==> config.mk <==
export PLATFORM = sky130hd
export DESIGN_NAME = uart_transmitter
export DESIGN_NICKNAME = d
export VERILOG_FILES = /design/src/rtl/uart_transmitter.sv
export SDC_FILE = /design/constraint.sdc
export NUM_CORES = 1
export LEC_CHECK = 0
export ABC_AREA = 1
export BUFFER_PORTS_ARGS = -buffer_cell sky130_fd_sc_hd__buf_4
export CAP_MARGIN = 20
export CORE_MARGIN = 4
export CORE_UTILIZATION = 60
export DETAILED_ROUTE_END_ITERATION = 12
export PLACE_DENSITY = 0.83
export RECOVER_POWER = 50
export SLEW_MARGIN = 10
export SYNTH_ARGS = -nofsm -noshare
export SYNTH_HDL_FRONTEND = slang
export SYNTH_SLANG_ARGS = --single-unit
==> constraint.sdc <==
create_clock -name clk -period 3.9 [get_ports clk]
set_input_delay 0.585 -clock clk [delete_from_list [all_inputs] [get_ports clk]]
set_output_delay 0.585 -clock clk [all_outputs]
set_load 0.03 [all_outputs]
==> src/rtl/uart_transmitter.sv <==
// UART serial transmitter: 5-8 data bits LSB-first, optional parity, 1 or 2
// stop bits, bit period of clockDivisor+1 clk cycles, one-entry holding
// register, forced break output and a sticky overflow flag.
module uart_transmitter #(
  parameter int unsigned CLOCK_DIVISOR_WIDTH = 24
) (
  input  logic                           clk,
  input  logic                           rst,
  input  logic [1:0]                     dataBits,
  input  logic                           hasParity,
  input  logic [1:0]                     parityMode,
  input  logic                           extraStopBit,
  input  logic [CLOCK_DIVISOR_WIDTH-1:0] clockDivisor,
  input  logic [7:0]                     dataIn,
  input  logic                           sendData,
  input  logic                           sendBreak,
  input  logic                           clearOverflow,
  output logic                           tx,
  output logic                           ready,
  output logic                           busy,
  output logic                           dataSent,
  output logic                           overflow
);

  localparam int unsigned CountW = CLOCK_DIVISOR_WIDTH;

  localparam logic [2:0] IDLE   = 3'd0;
  localparam logic [2:0] START  = 3'd1;
  localparam logic [2:0] DATA   = 3'd2;
  localparam logic [2:0] PARITY = 3'd3;
  localparam logic [2:0] STOP   = 3'd4;
  localparam logic [2:0] BREAK  = 3'd5;
  localparam logic [2:0] MARK   = 3'd6;

  logic [2:0]        state, stateNext;
  logic [CountW-1:0] bitCount, countNext;
  logic [CountW-1:0] divisor, divisorNext;
  logic [2:0]        bitIndex, bitIndexNext;
  logic [2:0]        lastIndex, lastIndexNext;
  logic              stopIndex, stopIndexNext;
  logic [7:0]        frameData, frameDataNext;
  logic              frameParity, frameParityNext;
  logic              parityBit, parityBitNext;
  logic              twoStop, twoStopNext;
  logic [7:0]        holdData, holdDataNext;
  logic              readyNext, overflowNext;
  logic              txNext, busyNext, dataSentNext;
  logic              launch, bitDone;
  logic [7:0]        launchMask, launchData;
  logic              launchParity;

  // Only the active data bits of the queued byte are sent and enter the parity.
  assign launchMask = 8'(8'hFF >> (2'd3 - dataBits));
  assign launchData = holdData & launchMask;

  // Parity bit for the frame about to launch, from the live config inputs.
  always_comb begin
    case (parityMode)
      2'b00:   launchParity = 1'b0;
      2'b11:   launchParity = 1'b1;
      2'b01:   launchParity = ^launchData;
      default: launchParity = ~^launchData;
    endcase
  end

  // Next-state, datapath and registered-output values.
  always_comb begin
    stateNext       = state;
    countNext       = bitCount;
    divisorNext     = divisor;
    bitIndexNext    = bitIndex;
    lastIndexNext   = lastIndex;
    stopIndexNext   = stopIndex;
    frameDataNext   = frameData;
    frameParityNext = frameParity;
    parityBitNext   = parityBit;
    twoStopNext     = twoStop;
    holdDataNext    = holdData;
    readyNext       = ready;
    overflowNext    = overflow;
    txNext          = 1'b1;
    busyNext        = 1'b0;
    dataSentNext    = 1'b0;
    launch          = 1'b0;
    bitDone         = (bitCount == divisor);

    case (state)
      IDLE: begin
        if (sendBreak) begin
          stateNext = BREAK;
        end else if (!ready) begin
          launch = 1'b1;
        end
      end
      START: begin
        if (bitDone) begin
          stateNext    = DATA;
          countNext    = '0;
          bitIndexNext = '0;
        end else begin
          countNext = bitCount + CountW'(1);
        end
      end
      DATA: begin
        if (bitDone) begin
          countNext = '0;
          if (bitIndex == lastIndex) begin
            stateNext     = frameParity ? PARITY : STOP;
            stopIndexNext = 1'b0;
          end else begin
            bitIndexNext = bitIndex + 3'd1;
          end
        end else begin
          countNext = bitCount + CountW'(1);
        end
      end
      PARITY: begin
        if (bitDone) begin
          stateNext     = STOP;
          countNext     = '0;
          stopIndexNext = 1'b0;
        end else begin
          countNext = bitCount + CountW'(1);
        end
      end
      STOP: begin
        if (bitDone) begin
          countNext = '0;
          if (twoStop && !stopIndex) begin
            stopIndexNext = 1'b1;
          end else if (!ready && !sendBreak) begin
            launch = 1'b1;
          end else begin
            stateNext = IDLE;
          end
        end else begin
          countNext = bitCount + CountW'(1);
        end
      end
      BREAK: begin
        if (!sendBreak) begin
          stateNext   = MARK;
          countNext   = '0;
          divisorNext = clockDivisor;
        end
      end
      MARK: begin
        if (bitDone) begin
          countNext = '0;
          if (!ready && !sendBreak) begin
            launch = 1'b1;
          end else begin
            stateNext = IDLE;
          end
        end else begin
          countNext = bitCount + CountW'(1);
        end
      end
      default: begin
        stateNext = IDLE;
        countNext = '0;
      end
    endcase

    // Frame launch: latch the queued byte and the whole frame configuration.
    if (launch) begin
      stateNext       = START;
      countNext       = '0;
      divisorNext     = clockDivisor;
      frameDataNext   = launchData;
      lastIndexNext   = 3'(dataBits) + 3'd4;
      frameParityNext = hasParity;
      parityBitNext   = launchParity;
      twoStopNext     = extraStopBit;
      readyNext       = 1'b1;
    end

    // Host write port; an overflow event beats a simultaneous clear.
    if (sendData) begin
      if (ready) begin
        readyNext    = 1'b0;
        holdDataNext = dataIn;
      end else begin
        overflowNext = 1'b1;
      end
    end else if (clearOverflow) begin
      overflowNext = 1'b0;
    end

    case (stateNext)
      START, BREAK: txNext = 1'b0;
      DATA:         txNext = frameDataNext[bitIndexNext];
      PARITY:       txNext = parityBitNext;
      default:      txNext = 1'b1;
    endcase
    busyNext     = (stateNext != IDLE);
    dataSentNext = (stateNext == STOP) && (countNext == divisorNext) &&
                   (stopIndexNext == twoStopNext);
  end

  // State register and registered outputs.
  always_ff @(posedge clk) begin
    if (rst) begin
      state       <= IDLE;
      bitCount    <= '0;
      divisor     <= '0;
      bitIndex    <= '0;
      lastIndex   <= '0;
      stopIndex   <= 1'b0;
      frameData   <= '0;
      frameParity <= 1'b0;
      parityBit   <= 1'b0;
      twoStop     <= 1'b0;
      holdData    <= '0;
      ready       <= 1'b1;
      overflow    <= 1'b0;
      tx          <= 1'b1;
      busy        <= 1'b0;
      dataSent    <= 1'b0;
    end else begin
      state       <= stateNext;
      bitCount    <= countNext;
      divisor     <= divisorNext;
      bitIndex    <= bitIndexNext;
      lastIndex   <= lastIndexNext;
      stopIndex   <= stopIndexNext;
      frameData   <= frameDataNext;
      frameParity <= frameParityNext;
      parityBit   <= parityBitNext;
      twoStop     <= twoStopNext;
      holdData    <= holdDataNext;
      ready       <= readyNext;
      overflow    <= overflowNext;
      tx          <= txNext;
      busy        <= busyNext;
      dataSent    <= dataSentNext;
    end
  end

endmodule
==> impl_metrics.py, run 1 <==
metrics = {
    "logic_synthesis": {
        "synth_edf_count": 0,
        "asyncSetResetFlopFracSynth": 0,
        "dominantRegCellSynth": "dfxtp_1",
        "postSynthNetCount": 1109,
        "yosysUniqueCellTypes": 36,
        "synthesis.instances": 1064,
        "synth.cell_area_um2": 5980,
        "yosysSeqAreaShare": 0.274,
        "synth-seq-cells": 82,
        "postSynthAreaPerCell_um2": 5.62,
        "ys_warn_count": 0,
    },
    "cts": {
        "post_cts_hold_buffer_count": 0,
        "numClockSinks": 82,
        "root_buffer": "clkbuf_8",
        "clock_buffers_created_by_tritoncts": 9,
        "worst_setup_hold_path_clk_slew_ns": 0.09,
        "htree_num_levels": 3,
        "cts_resized": 0,
        "cts_max_path_buffers": 2,
        "postCtsSetupBuffers": 0,
        "tritoncts": "yes",
        "worstSkewPairLatency_ns": 0.38,
    },
    "sta": {
        "period_needed_ns": 2.97,
        "max_slew.worst_pin.slew_ns": 1.40,
        "timing.final.hold_violations": 0,
        "layout_worst_path_cycle_share": 0.761,
        "setup_repair_after_global_routing_missed_its_margin": "false",
        "setup_total_negative_slack_ns": 0,
        "timing.final.max_slew_violations": 0,
        "timing.hold.ws_ns": 0.422,
        "post-route-worst-setup-slack_ns": 0.932,
        "final.setup_skew_ns": 0.0137,
        "clock.fmax_mhz": 337,
        "report.final.setup_viol": 0,
        "worst_slew_margin_rel": 0.0669,
    },
    "setup_path": {
        "timing.critical_path.from_type": "flip-flop",
        "cp_slowest_cell": "dfxtp_1",
        "timing.critical_path.to_type": "flip-flop",
        "critical_path.n_buffers_inverters": 3,
        "path_cells": "clkinv_1 > nand2_1 > nand2_1 > inv_1 > nand2_1 > nor2_1 > nand2_1 > nor2_4 > nand3_4 > nand2_4 > buf_4 > nand2_1 > o21ai_0 > nand2_1 > nand2_1 > nand2_1 > nor2_1 > nand3_1 > nor2_1",
        "critical_path_peak_fanout": 24,
        "slowest_delay_ns": 0.48,
        "crit_type": "reg -> reg",
        "cp_data_arrival_time_ns": 3.30,
        "required_ns": 4.23,
        "critical_path.most_common_cell": "nand2_1",
        "critical_path.top_delay_family": "simple AND/OR/NAND/NOR gates",
        "regToRegSetupSlack_ns": 0.93,
    },
    "layout": {
        "fill_cells": 992,
        "stdcell_count": 1224,
        "final_net_count": 1131,
        "insertedDiodeCount": 0,
        "post_route_cells_drive_above_1_share": 0.0816,
        "sequential_standard_cell_area_um2": 1640,
        "total_area_of_multi_input_combinational_cells_um2": 3580,
        "area.growth.synth_to_final_pct": 8.99,
    },
    "floorplan": {
        "floorplan.die_area_um2": 11600,
        "floorplan.rows": 36,
        "effective_utilization_at_floorplan": 0.615,
        "floorplan.io_pins": 48,
        "coreArea_um2": 9730,
        "die_w_um": 108,
        "die_h_um": 108,
    },
    "run": {
        "max_cap_viol_count": 0,
    },
    "placed_design": {
        "post-place-ws_ns": 0.711,
        "io_buffers": 47,
        "place_hpwl_um": 11300,
        "number_of_cells_after_detailed_placement": 1208,
        "routabilityCongestion": 1.01,
    },
    "route": {
        "antenna_viol_nets_final": 0,
        "drt_drc_violations_left": 0,
        "post_drt_via_cell_ratio": 5.27,
        "vias": 6452,
        "drt-wirelength-per-cell_um": 12.7,
        "totalWireLength_um": 15500,
        "drt_pass1_iterations": 7,
        "dr.first_iter.drc_count": 532,
    },
    "global_route": {
        "gr-total-overflow": 0,
        "antenna_found_initial": 0,
        "grt_pass1_vias": 5726,
        "grt_start_max_net_pins": 66,
        "grt_first_pass_wirelength_um": 26000,
        "groute.usage.overall": 0.279,
    },
    "hold_path": {
        "hp-class": "in -> reg",
    },
    "run_status": {
        "outcome": "complete, no violations",
    },
    "power_and_ir_drop": {
        "power.ir.vdd_worst_mv": 0.315,
        "power.leakage_nw": 3.30,
        "p_total_mw": 3.23,
        "power_per_cell_area_nw_per_um2": 496,
    },
}
-- cells in the mapped netlist, types with 2 or more instances --
cell type	count	area share
a21oi_1	13	0.011
dfxtp_1	82	0.27
nor2_4	2	0.0038
o21ai_1	3	0.0025
clkbuf_1	20	0.013
xnor2_1	8	0.012
nor3_1	2	0.0017
buf_4	2	0.0025
xor2_1	24	0.035
inv_1	138	0.087
buf_6	3	0.0056
inv_2	4	0.0025
or2_2	2	0.0021
nand3_1	81	0.068
o21ai_0	90	0.075
ha_1	2	0.0042
nor2_1	159	0.10
a31oi_1	2	0.0021
o21ai_2	6	0.0088
nand3b_1	2	0.0025
nand4_1	19	0.020
nand2_1	364	0.23
nand2_2	8	0.0084
buf_2	16	0.013
-- worst register-to-register path, delay by kind of cell (launching register included) --
family	cells	cell delay, ns
and+or+nand+nor	15	1.84
buffers and inverters	3	0.49
DFF	1	0.48
AOI/OAI and AO/OA	1	0.12
-- stage by stage --
stage / utilization / area, µm²
detailed placement: 0.652 / 6350
global placement: 0.652 / 6350
global route: 0.670 / 6520
floorplan: - / 5980
CTS: 0.672 / 6540
finish: 0.670 / 6520
-- sequential cells by signal, summed over array words and instances (netlist names), 3 cells and up --
register,count
bitCount,24
divisor,24
frameData,8
holdData,8
bitIndex,3
lastIndex,3
state,3
-- layer usage --
layer	vias to the layer above	wire (µm)	global-route usage
met4	0	318	0.105
li1	3327	-	-
met3	31	1140	0.0426
met2	228	7320	0.469
met5	-	0	0
met1	2866	6770	0.360
-- cell families (layout without fill, tap and decap cells) --
logic type,after synthesis,in the layout,share of synthesized area
AND/OR/NAND/NOR,644,644,0.443
buffers and inverters,186,213,0.127
AO/OA/AOI/OAI,118,118,0.105
flip-flops,82,82,0.274
XOR/XNOR,32,32,0.0469
adder cells (fa/ha/maj),2,2,0.00418
-- final cells by class --
class / count / area share
Clock buffer: 10 / 0.0196
Inverter: 143 / 0.0823
Tap cell: 133 / 0.0255
Timing Repair Buffer: 54 / 0.0608
Multi-Input combinational cell: 796 / 0.550
Sequential cell: 82 / 0.252
Clock inverter: 6 / 0.0104
-- worst paths after layout --
| path | start | depth (start not counted) | end |
|---|---|---|---|
| worst max-delay path | bitCount[14] | 19 | dataSent |
| worst min-delay path | sendData | 3 | overflow |
| worst max register to register | bitCount[14] | 19 | dataSent |
| worst min register to register | lastIndex[1] | 2 | lastIndex[1] |
-- placed cells by master (no fill, tap or decap), drive strengths merged, types with 14 or more instances in the layout --
cell type  instances
buf               48
nand2            373
xor2              24
o21ai             99
inv              141
nand3             82
dfxtp             82
clkbuf            16
nor2             161
a21oi             14
nand4             19
-- report_power, final --
| group | leakage [nW] | internal, mW | switching, mW |
|---|---|---|---|
| sequential | 0.669 | 0.952 | 0.0943 |
| clock | 0.0925 | 0.297 | 0.344 |
| combinational | 2.54 | 0.489 | 1.06 |
No activity file was read; power rests on OpenSTA's default activity.
==> inputs of run 2 (changes only) <==
- CORE_UTILIZATION: 60 -> 55
- PLACE_DENSITY: 0.83 -> 0.8
- clock period: 3.9 -> 2.7 ns (I/O delays scaled with it)
==> run 2 against run 1 <==
  * Sequential power increased by 44%
  * Via count about the same
  * Critical path depth unchanged
  * Wire length increased by 2.2%
  * Sequential share of layout area decreased by 0.63 points
  * Design area increased by 2.8%
  * Critical endpoint unchanged
  * Largest cell class unchanged
==> impl_metrics.py, run 2 (synthesis results as in run 1) <==
metrics = {
    "sta": {
        "timing.hold.ws_ns": 0.220,
        "timing.final.hold_violations": 0,
        "layout_worst_path_cycle_share": 0.938,
        "setup_total_negative_slack_ns": 0,
        "timing.final.max_slew_violations": 0,
        "setup_repair_after_global_routing_missed_its_margin": "true",
        "report.final.setup_viol": 0,
        "worst_slew_margin_rel": 0.142,
        "period_needed_ns": 2.53,
        "final.setup_skew_ns": 0.0148,
        "clock.fmax_mhz": 395,
        "max_slew.worst_pin.slew_ns": 1.29,
        "post-route-worst-setup-slack_ns": 0.166,
    },
    "global_route": {
        "grt_first_pass_wirelength_um": 27400,
        "groute.usage.overall": 0.261,
        "grt_pass1_vias": 6048,
        "gr-total-overflow": 0,
        "antenna_found_initial": 0,
        "grt_start_max_net_pins": 57,
    },
    "route": {
        "antenna_viol_nets_final": 0,
        "dr.first_iter.drc_count": 623,
        "drt_pass1_iterations": 5,
        "drt-wirelength-per-cell_um": 12.7,
        "drt_drc_violations_left": 0,
        "totalWireLength_um": 15900,
        "post_drt_via_cell_ratio": 5.16,
        "vias": 6451,
    },
    "setup_path": {
        "cp_data_arrival_time_ns": 2.86,
        "rr_startpoint": "bitCount[12]",
        "cp_slowest_cell": "dfxtp_1",
        "timing.critical_path.to_type": "flip-flop",
        "timing.critical_path.from_type": "flip-flop",
        "crit_type": "reg -> reg",
        "worst_setup_path_startpoint": "bitCount[12]",
        "slowest_delay_ns": 0.38,
        "critical_path_peak_fanout": 24,
        "path_cells": "inv_1 > nand2_1 > a21oi_1 > nand2_1 > nor2_4 > buf_4 > nand3_1 > buf_4 > nand3_1 > nand2_1 > nand2_1 > inv_1 > nand2_1 > nand2_1 > nor2_1 > nand2_1 > nor2_2 > nand2_1 > nor2_1",
        "critical_path.most_common_cell": "nand2_1",
        "required_ns": 3.02,
    },
    "cts": {
        "postCtsSetupBuffers": 0,
        "worstSkewPairLatency_ns": 0.39,
        "cts_max_path_buffers": 2,
        "post_cts_hold_buffer_count": 0,
        "root_buffer": "clkbuf_8",
        "tritoncts": "yes",
        "numClockSinks": 82,
        "htree_num_levels": 3,
        "worst_setup_hold_path_clk_slew_ns": 0.11,
        "clock_buffers_created_by_tritoncts": 9,
        "cts_resized": 0,
    },
    "layout": {
        "final_net_count": 1154,
        "stdcell_count": 1250,
        "post_route_cells_drive_above_1_share": 0.0996,
        "fill_cells": 1088,
        "layout.cells.most_common_list": "370 x nand2_1, 157 x nor2_1, 138 x inv_1",
        "layout_top_registers": "bitCount x24, divisor x24",
        "area.growth.synth_to_final_pct": 12.0,
        "insertedDiodeCount": 0,
        "layout.cells.most_common": "nand2_1",
    },
    "placed_design": {
        "post-place-ws_ns": 0.235,
        "number_of_cells_after_detailed_placement": 1234,
        "io_buffers": 47,
        "routabilityCongestion": 0.962,
        "place_hpwl_um": 11600,
    },
    "hold_path": {
        "hp-class": "in -> reg",
        "startpoint_of_the_worst_hold_path": "sendData",
    },
    "floorplan": {
        "floorplan.die_area_um2": 12600,
        "effective_utilization_at_floorplan": 0.572,
        "coreArea_um2": 10500,
        "die_h_um": 112,
        "floorplan.io_pins": 48,
        "die_w_um": 112,
        "floorplan.rows": 37,
    },
    "power_and_ir_drop": {
        "power.leakage_nw": 3.42,
        "p_total_mw": 4.79,
        "power.ir.vdd_worst_mv": 0.473,
        "power_per_cell_area_nw_per_um2": 715,
    },
    "run_status": {
        "outcome": "complete, no violations",
    },
    "run": {
        "max_cap_viol_count": 0,
    },
}
-- run 2: cell types whose count changed in the layout (fill, tap and decap cells not counted), sizes merged --
| cell | delta |
|---|---|
| inv | +7 |
| clkinvlp | -2 |
| buf | +22 |
| clkinv | -3 |
| bufinv | -1 |
-- run 2: area by class of cell --
class / count / area [µm²] / area share
flip-flops and latches: 82 / 1650 / 0.246
clock buffers: 9 / 124 / 0.0185
well taps: 136 / 170 / 0.0254
repair buffers: 77 / 581 / 0.0866
multi-input cells: 796 / 3570 / 0.533
inverters: 143 / 537 / 0.0801
clock inverters: 7 / 73.8 / 0.0110
-- run 2: routing by layer --
layer	vias up	track usage	share of wire
met5	-	0	0
li1	3380	-	-
met3	36	0.0474	0.064
met4	0	0.111	0.026
met1	2860	0.339	0.44
met2	175	0.427	0.46
-- run 2: final timing paths --
check,slack (ns),endpoint,cells past startpoint
max,0.17,dataSent,19
min,0.22,overflow,3
max reg2reg,0.17,dataSent,19
min reg2reg,0.48,parityBit,2
-- run 2: critical path: cells and delay by family (launching register included) --
kind	cells	cell delay, ns
buffers and inverters	4	0.59
and+or+nand+nor	14	1.35
AOI/OAI and AO/OA	1	0.13
DFF	1	0.38
-- run 2: power by group --
group / internal [mW] / switching [mW] / leakage, nW
sequential: 1.38 / 0.136 / 0.670
combinational: 0.791 / 1.55 / 2.65
clock: 0.371 / 0.569 / 0.104
total: 2.54 / 2.25 / 3.42
-- run 2: stage by stage --
stage,utilization,area (µm²)
final,0.641,6700
after global routing,0.641,6700
after CTS,0.644,6730
after detailed placement,0.625,6540
after global placement,0.625,6540
after floorplan,-,5980
==> inputs of run 3 (changes only) <==
- CORE_UTILIZATION: 55 -> 45
- HOLD_SLACK_MARGIN: unset -> 0.12
- PLACE_DENSITY: 0.8 -> 0.68
==> run 3 against run 2 <==
  * Via count about the same
  * Core utilization fell by 10 points
  * Largest cell class unchanged
  * Wire length grew 5.6%
  * Global-route usage decreased by 3.1 points
  * Fmax up 1.3%
  * Largest power group unchanged
  * Clock power grew 29%
==> impl_metrics.py, run 3 (synthesis results as in run 1) <==
metrics = {
    "power_and_ir_drop": {
        "power_per_cell_area_nw_per_um2": 748,
        "intPower_mw": 2.91,
        "total_switching_power_mw": 2.25,
        "power.ir.vdd_worst_mv": 0.414,
        "combPwrFrac": 0.473,
        "share_clk_of_total_power": 0.234,
        "p_total_mw": 5.17,
        "sw_frac_of_total": 0.436,
        "power.leakage_nw": 3.50,
        "p_seq_frac": 0.293,
    },
    "setup_path": {
        "ff2ff_path_depth": 17,
        "crit_type": "in -> reg",
        "timing.critical_path.from_type": "primary input",
        "regToRegSetupSlack_ns": 0.25,
        "cp_data_arrival_time_ns": 2.74,
        "critical_path_peak_fanout": 35,
        "required_ns": 2.94,
        "r2r-end": "dataSent",
        "timing.critical_path.to_type": "flip-flop",
        "rr_startpoint": "bitCount[16]",
    },
    "cts": {
        "post_cts_hold_buffer_count": 0,
        "tritoncts": "yes",
        "htree_num_levels": 3,
        "worstSkewPairLatency_ns": 0.35,
        "numClockSinks": 82,
        "cts_max_path_buffers": 2,
        "root_buffer": "clkbuf_16",
        "clock_buffers_created_by_tritoncts": 9,
        "worst_setup_hold_path_clk_slew_ns": 0.07,
    },
    "hold_path": {
        "worst_min_delay_path_endpoint": "overflow",
        "hold-path-cell-count": 3,
        "startpoint_of_the_worst_hold_path": "sendData",
        "hp-class": "in -> reg",
    },
    "floorplan": {
        "floorplan.rows": 41,
        "effective_utilization_at_floorplan": 0.466,
        "die_w_um": 123,
        "floorplan.io_pins": 48,
        "floorplan.die_area_um2": 15200,
        "die_h_um": 123,
        "coreArea_um2": 12800,
    },
    "placed_design": {
        "place_hpwl_um": 12100,
        "io_buffers": 47,
        "routabilityCongestion": 0.923,
    },
    "sta": {
        "setup_total_negative_slack_ns": 0,
        "worst_slew_margin_rel": 0.0396,
        "clock.fmax_mhz": 400,
        "max_slew.worst_pin.slew_ns": 1.44,
        "setup_repair_after_global_routing_missed_its_margin": "false",
        "layout_worst_path_cycle_share": 0.927,
        "timing.hold.ws_ns": 0.269,
        "final.setup_skew_ns": 0.00805,
        "timing.final.hold_violations": 0,
        "period_needed_ns": 2.50,
        "timing.final.max_slew_violations": 0,
        "report.final.setup_viol": 0,
    },
    "global_route": {
        "grt_pass1_vias": 5872,
        "antenna_found_initial": 0,
        "groute.usage.overall": 0.230,
        "gr-total-overflow": 0,
        "grt_first_pass_wirelength_um": 27600,
        "grt_start_max_net_pins": 57,
    },
    "run_status": {
        "outcome": "complete, no violations",
    },
    "route": {
        "totalWireLength_um": 16800,
        "vias": 6446,
        "drt-wirelength-per-cell_um": 13.0,
        "drt_drc_violations_left": 0,
        "drt_pass1_iterations": 5,
        "dr.first_iter.drc_count": 535,
        "antenna_viol_nets_final": 0,
        "post_drt_via_cell_ratio": 4.99,
    },
    "layout": {
        "final_net_count": 1159,
        "post_route_cells_drive_above_1_share": 0.105,
        "layout_top_registers": "bitCount x24, divisor x24",
        "layout.cells.most_common": "nand2_1",
        "area.growth.synth_to_final_pct": 15.5,
        "insertedDiodeCount": 0,
        "layout.cells.most_common_list": "368 x nand2_1, 157 x nor2_1, 138 x inv_1",
    },
    "run": {
        "max_cap_viol_count": 0,
    },
}
-- run 3: changes by cell type in the layout (fill, tap and decap cells not counted), moves of 2 or more --
cell,delta
inv_8,-5
clkbuf_8,-8
inv_6,+2
nand2_1,-2
nand2_2,+2
buf_4,+3
clkbuf_16,+10
-- run 3: per-stage QoR --
step                cells  instance area, µm²  setup WS [ns]   util
floorplan            1064                5980          0.595      -
global placement     1270                6580          0.244  0.513
detailed placement   1270                6580          0.191  0.513
CTS                  1286                6870          0.173  0.535
global route         1291                6910        0.00126  0.539
finish               1291                6910          0.198  0.539
-- run 3: timing repair --
item / 4_1_cts / 5_1_grt
setup endpoints to repair: 0 / 2
resized for setup: 0 / 7
setup buffers: 0 / 4
-- run 3: final cells by class --
| type | count | area, µm² |
|---|---|---|
| fillers | 1359 | 5910 |
| multi-input cells | 796 | 3580 |
| flip-flops and latches | 82 | 1640 |
| repair buffers | 82 | 649 |
| inverters | 143 | 539 |
| clock buffers | 10 | 239 |
| well taps | 172 | 215 |
| clock inverters | 6 | 47.5 |
-- run 3: how the worst max path moves through the flow --
stage,to,depth (start not counted),start
CTS,dataSent,19,bitCount[11]
finish,busy,4,rst
global placement,dataSent,19,bitCount[11]
floorplan,tx,14,sendBreak
global route,dataSent,17,bitCount[20]
detailed placement,dataSent,19,bitCount[11]
-- run 3: power by group through the flow --
stage / Combinational (mW) / Clock, mW / Sequential, mW
floorplan: 1.67 / 0 / 1.53
detailed placement: 2.31 / 0 / 1.54
finish: 2.44 / 1.21 / 1.52
global placement: 2.29 / 0 / 1.54
CTS: 2.32 / 1.23 / 1.51
global route: 2.78 / 1.28 / 1.54
-- run 3: per-layer routing --
layer  track usage  up-vias  share of wire  wire length [µm]
li1              -     3385              -                 -
met1         0.302     2875           0.45              7530
met2         0.382      158           0.48              7990
met3        0.0403       28          0.054               899
met4        0.0768        0          0.022               365
met5             0        -              0                 0
-- run 3: worst max-delay path, stage by stage --
cell and delay, ns:
clkbuf_1 1.02, clkbuf_2 0.79, o21ai_0 0.26, or2_1 0.26
